===== config.mk =====
export PLATFORM = sky130hd
export DESIGN_NAME = time_counter_mc
export DESIGN_NICKNAME = d
export VERILOG_FILES = /design/src/rtl/time_cnt_pkg.sv /design/src/rtl/time_chan.sv /design/src/rtl/time_counter_mc.sv
export SDC_FILE = /design/constraint.sdc
export NUM_CORES = 1
export LEC_CHECK = 0
export CORE_ASPECT_RATIO = 1.75
export CORE_MARGIN = 2
export CORE_UTILIZATION = 30
export CTS_CLUSTER_SIZE = 8
export DETAILED_ROUTE_END_ITERATION = 6
export REMOVE_ABC_BUFFERS = 1
export SYNTH_ARGS = -nofsm -noshare
export SYNTH_HDL_FRONTEND = slang
export SYNTH_SLANG_ARGS = --single-unit

===== constraint.sdc =====
create_clock -name clk -period 2.1 [get_ports clk]
set_clock_uncertainty 0.15 [all_clocks]
set_input_delay 0.42 -clock clk [delete_from_list [all_inputs] [get_ports clk]]
set_output_delay 0.42 -clock clk [all_outputs]
set_load 0.02 [all_outputs]

===== src/rtl/time_cnt_pkg.sv =====
// rtl/time_cnt_pkg.sv - shared channel state encoding and slice helper for time_counter_mc
package time_cnt_pkg;

  typedef enum logic [1:0] {
    ST_IDLE    = 2'd0,
    ST_RUN     = 2'd1,
    ST_HOLD    = 2'd2,
    ST_ILLEGAL = 2'd3
  } chan_state_e;

  // Bit offset of channel ch inside a packed NCH*width bus.
  function automatic int chan_offset(input int ch, input int width);
    return ch * width;
  endfunction

endpackage


===== src/rtl/time_chan.sv =====
// rtl/time_chan.sv - one timer channel: run/hold FSM, tick counter, overflow flag, lap register
module time_chan
  import time_cnt_pkg::*;
#(
  parameter int WIDTH    = 32,
  parameter bit SATURATE = 1'b0
) (
  input  logic             i_clk,
  input  logic             i_rst_n,
  input  logic             i_tick,
  input  logic             i_start,
  input  logic             i_stop,
  input  logic             i_clear,
  input  logic             i_lap,
  output logic [WIDTH-1:0] o_count,
  output logic [WIDTH-1:0] o_lap_val,
  output logic             o_lap_valid,
  output logic             o_running,
  output logic             o_ovf
);

  localparam logic [WIDTH-1:0] CNT_MAX = '1;
  localparam logic [WIDTH-1:0] CNT_ONE = {{(WIDTH-1){1'b0}}, 1'b1};

  chan_state_e      r_state;
  chan_state_e      w_state_nxt;
  logic [WIDTH-1:0] r_count;
  logic [WIDTH-1:0] r_lap_val;
  logic             r_lap_valid;
  logic             r_ovf;
  logic             w_inc;
  logic             w_at_max;
  logic             w_lap_take;

  // Counting keys off the registered state, so a start on a tick cycle misses that tick.
  assign w_inc      = (r_state == ST_RUN) && i_tick;
  assign w_at_max   = (r_count == CNT_MAX);
  assign w_lap_take = i_lap && ((r_state == ST_RUN) || (r_state == ST_HOLD));

  always_comb begin
    w_state_nxt = r_state;
    if (i_clear) begin
      w_state_nxt = ST_IDLE;
    end else begin
      unique case (r_state)
        ST_IDLE: if (i_start) w_state_nxt = ST_RUN;
        ST_RUN:  if (i_stop)  w_state_nxt = ST_HOLD;
        ST_HOLD: if (i_start) w_state_nxt = ST_RUN;
        default:              w_state_nxt = ST_IDLE;
      endcase
    end
  end

  always_ff @(posedge i_clk or negedge i_rst_n) begin
    if (!i_rst_n) begin
      r_state     <= ST_IDLE;
      r_count     <= '0;
      r_lap_val   <= '0;
      r_lap_valid <= 1'b0;
      r_ovf       <= 1'b0;
    end else begin
      r_state     <= w_state_nxt;
      r_lap_valid <= w_lap_take;
      if (w_lap_take) begin
        r_lap_val <= r_count;
      end
      if (i_clear) begin
        r_count <= '0;
        r_ovf   <= 1'b0;
      end else if (w_inc) begin
        if (w_at_max) begin
          r_ovf <= 1'b1;
          if (!SATURATE) begin
            r_count <= '0;
          end
        end else begin
          r_count <= r_count + CNT_ONE;
        end
      end
    end
  end

  assign o_count     = r_count;
  assign o_lap_val   = r_lap_val;
  assign o_lap_valid = r_lap_valid;
  assign o_running   = (r_state == ST_RUN);
  assign o_ovf       = r_ovf;

endmodule


===== src/rtl/time_counter_mc.sv =====
// rtl/time_counter_mc.sv - NCH independent tick-accumulating timer channels with packed outputs
module time_counter_mc
  import time_cnt_pkg::*;
#(
  parameter int NCH      = 4,
  parameter int WIDTH    = 32,
  parameter bit SATURATE = 1'b0
) (
  input  logic                 clk,
  input  logic                 rst,
  input  logic                 tick,
  input  logic [NCH-1:0]       start,
  input  logic [NCH-1:0]       stop,
  input  logic [NCH-1:0]       clear,
  input  logic [NCH-1:0]       lap,
  output logic [NCH*WIDTH-1:0] count,
  output logic [NCH*WIDTH-1:0] lap_val,
  output logic [NCH-1:0]       lap_valid,
  output logic [NCH-1:0]       running,
  output logic [NCH-1:0]       ovf
);

  for (genvar g = 0; g < NCH; g++) begin : g_chan
    localparam int OFS = chan_offset(g, WIDTH);

    time_chan #(
      .WIDTH    (WIDTH),
      .SATURATE (SATURATE)
    ) u_chan (
      .i_clk       (clk),
      .i_rst_n     (rst),
      .i_tick      (tick),
      .i_start     (start[g]),
      .i_stop      (stop[g]),
      .i_clear     (clear[g]),
      .i_lap       (lap[g]),
      .o_count     (count[OFS +: WIDTH]),
      .o_lap_val   (lap_val[OFS +: WIDTH]),
      .o_lap_valid (lap_valid[g]),
      .o_running   (running[g]),
      .o_ovf       (ovf[g])
    );
  end

endmodule


==> impl_metrics.ini <==
[synth]
synth.most_common_cell = dfrtp_1
yosys.area.top_type = dfrtp_1
synth_area_leaders = dfrtp_1 (55%), mux2_2 (11%), xor2_1 (5.6%)
synthMuxAreaShare_pct = 11.4
synthSimpleGateAreaFrac_pct = 17.4
ys_seq_elements = 272
synth_fa_ha_area_share_pct = 1.62
yosysTopAreaCellShare_pct = 55.1
synth_xor_area_share_pct = 7.66
yosys-top-cells-count = dfrtp_1 (272), nor2_1 (137), mux2_2 (121), xor2_1 (79), nand2_1 (62)
synth_cell_types = 51
syn_area_sq_um = 12300
async_flop_share_pct = 100
synth_edf_count = 0
synth-main-ff-cell = dfrtp_1
ys_seq_area_share_pct = 55.1
synth_compound_gate_area_share_pct = 3.11
synth_top_family_by_area = simple AND/OR/NAND/NOR gates
synth_cells = 1072
ys_warn_count = 0
syn_area_per_cell_sq_um = 11.5

[detailed_routing]
vias = 9697
drc = 0
first_pass_iters = 4
wl_per_cell_um = 17.5
dr.first_iter.drc_count = 281
viasPerCell = 4.71
totalWireLength_mm = 35.9
ant_nets = 0

[grt]
grt_overflow = 0
antenna_found_initial = 1
grt_pass1_vias = 10400
grtUsageTotal_pct = 16.7
grt_pass1_wl_mm = 56.6
grt_max_degree = 52

[final_layout]
drive_above_1_share_pct = 24.4
area_growth_pct = 44.7
fin_nets = 1542

[setup_path]
start_kind = flip-flop
setup.worst_path.start = g_chan[1].u_chan.o_lap_val[2]$_DFFE_PN0P_
crit_fanout = 2
r2r_start = g_chan[2].u_chan.o_count[1]$_DFFE_PN0P_
critPathBufInv = 1
slowest_delay_ps = 610
critPathCaptureType = output port
crit_type = reg2out
cp_data_arrival_time_ps = 1490
worstPathRequired_ps = 1530
cp_cell_sequence = clkdlybuf4s50_1
cp_slowest_cell = clkdlybuf4s50_1
critPathTopFamily = buffers and inverters

[timing]
finalSetupViolCount = 0
drv_slew = 0
worstMarginPinSlew_ps = 489
hold_viol_final = 0
grt_setup_unrepaired = no
slew-limit-headroom_pct = 67.4
whs_ps = 250
max_freq_mhz = 486
layout_worst_path_cycle_share_pct = 98.0
min_period_ps = 2060

[place]
portBuffers = 286
dp_hpwl_mm = 26.4
place_congestion = 0.797

[clocking]
cts_made_buffers = 39
clockBufferDepth = 3
cts_max_level = 2
cts_sinks = 272
cts_tree = yes
clock_latency_ps = 540
root_buffer = clkbuf_16
cts.clk_slew.worst_paths_ps = 50

[floorplan]
num_rows = 98
dieArea_sq_um = 42800
boundaryPins = 287
die_h_um = 272
start_util_pct = 30.3
core_sq_um = 40700
die_w_um = 157

[pwr]
max-vdd-ir-drop_mv = 0.607
powerDensity_nw_per_um2 = 659
leakagePower_nw = 9.24
finalPower_mw = 11.8

[hold_path]
hold_path_class = in2async

[outcome]
status = complete, no violations

[job]
maxCapViolCount = 0
final timing paths:
kind / slack [ps] / cells after the start / to
setup / recovery: 40 / 1 / lap_val[34]
max in group asynchronous: 840 / 3 / g_chan[2].u_chan.r_state[1]$_DFFE_PN0P_
setup reg to reg: 70 / 7 / g_chan[2].u_chan.o_count[18]$_DFFE_PN0P_
min in group clk: 320 / 2 / g_chan[3].u_chan.o_lap_val[10]$_DFFE_PN0P_
hold / removal: 250 / 2 / g_chan[0].u_chan.o_lap_val[31]$_DFFE_PN0P_
hold reg to reg: 320 / 2 / g_chan[3].u_chan.o_lap_val[10]$_DFFE_PN0P_
placed cells by master, fill, tap and decap left out, drive strengths merged, types with 4 or more instances in the layout:
cell,instances
xor2,79
or3,7
ha,16
dlymetal6s2s,19
nand2b,4
clkbuf,40
mux2,121
a31oi,4
nor3,18
nor2,137
and4,13
a211oi,8
mux2i,4
inv,25
nor4,18
and2,7
nand3,49
or2,6
nor3b,4
nand4,54
nand2,62
and3,24
clkdlybuf4s50,106
a21oi,21
xnor2,29
o21ai,14
dlygate4sd2,155
dfrtp,272
buf,165
cell type report:
class	count	area, sq um
inverter	25	93.8
antenna	1	2.50
clock inverter	2	32.5
multi-input combinational	721	5180
fill	3885	22900
tap	550	688
timing repair buffer	448	4080
sequential	272	6810
clock buffer	39	976
where the power goes:
| group | switching, mW | internal, mW | total (mW) |
|---|---|---|---|
| clock | 2.24 | 3.26 | 5.51 |
| sequential | 0.0401 | 5.31 | 5.35 |
| combinational | 0.526 | 0.393 | 0.919 |
registers in the layout, indices dropped and copies added (netlist names):
| signal | count |
|---|---|
| g_chan.u_chan.r_state | 8 |
| g_chan.u_chan.o_lap_val | 128 |
| g_chan.u_chan.o_lap_valid | 4 |
| g_chan.u_chan.o_count | 128 |
| g_chan.u_chan.o_ovf | 4 |
layer usage:
metal | up-vias | global-route usage [%] | share of wire, %
li1 | 4557 | - | -
met1 | 4811 | 17.7 | 37
met3 | 67 | 4.30 | 6.2
met5 | - | 0 | 0
met2 | 262 | 31.3 | 53
met4 | 0 | 6.32 | 3.3
repair_timing:
| action | 4_1_cts | 5_1_grt |
|---|---|---|
| resized for setup | 181 | 32 |
| pin swaps | 0 | 3 |
| endpoints found under the hold margin | 42 | 0 |
| hold buffers | 1 | 0 |
| endpoints found under the setup margin | 192 | 86 |
| setup buffers | 0 | 7 |
per-stage QoR:
stage	TNS (ps)	instances	util (%)	cell area [sq um]	setup slack [ps]
CTS	0	2050	43.5	17700	0.122
global placement	-26860	2008	41.4	16900	-378
floorplan	-40960	1018	-	12000	-661
finish	0	2058	43.9	17900	42.2
detailed placement	-28590	2008	41.4	16900	-401
global route	0	2058	43.9	17900	0.243
cells by family (layout without fill, tap and decap cells):
kind of cell             count (synthesis)  after routing
flip-flops                             272            272
adder cells (fa/ha/maj)                 16             16
XOR/XNOR                               108            108
AO/OA/AOI/OAI                           60             60
other                                    0              1
AND/OR/NAND/NOR                        412            412
multiplexers                           125            125
buffers and inverters                   79            514
No activity file was read; power rests on OpenSTA's default activity.
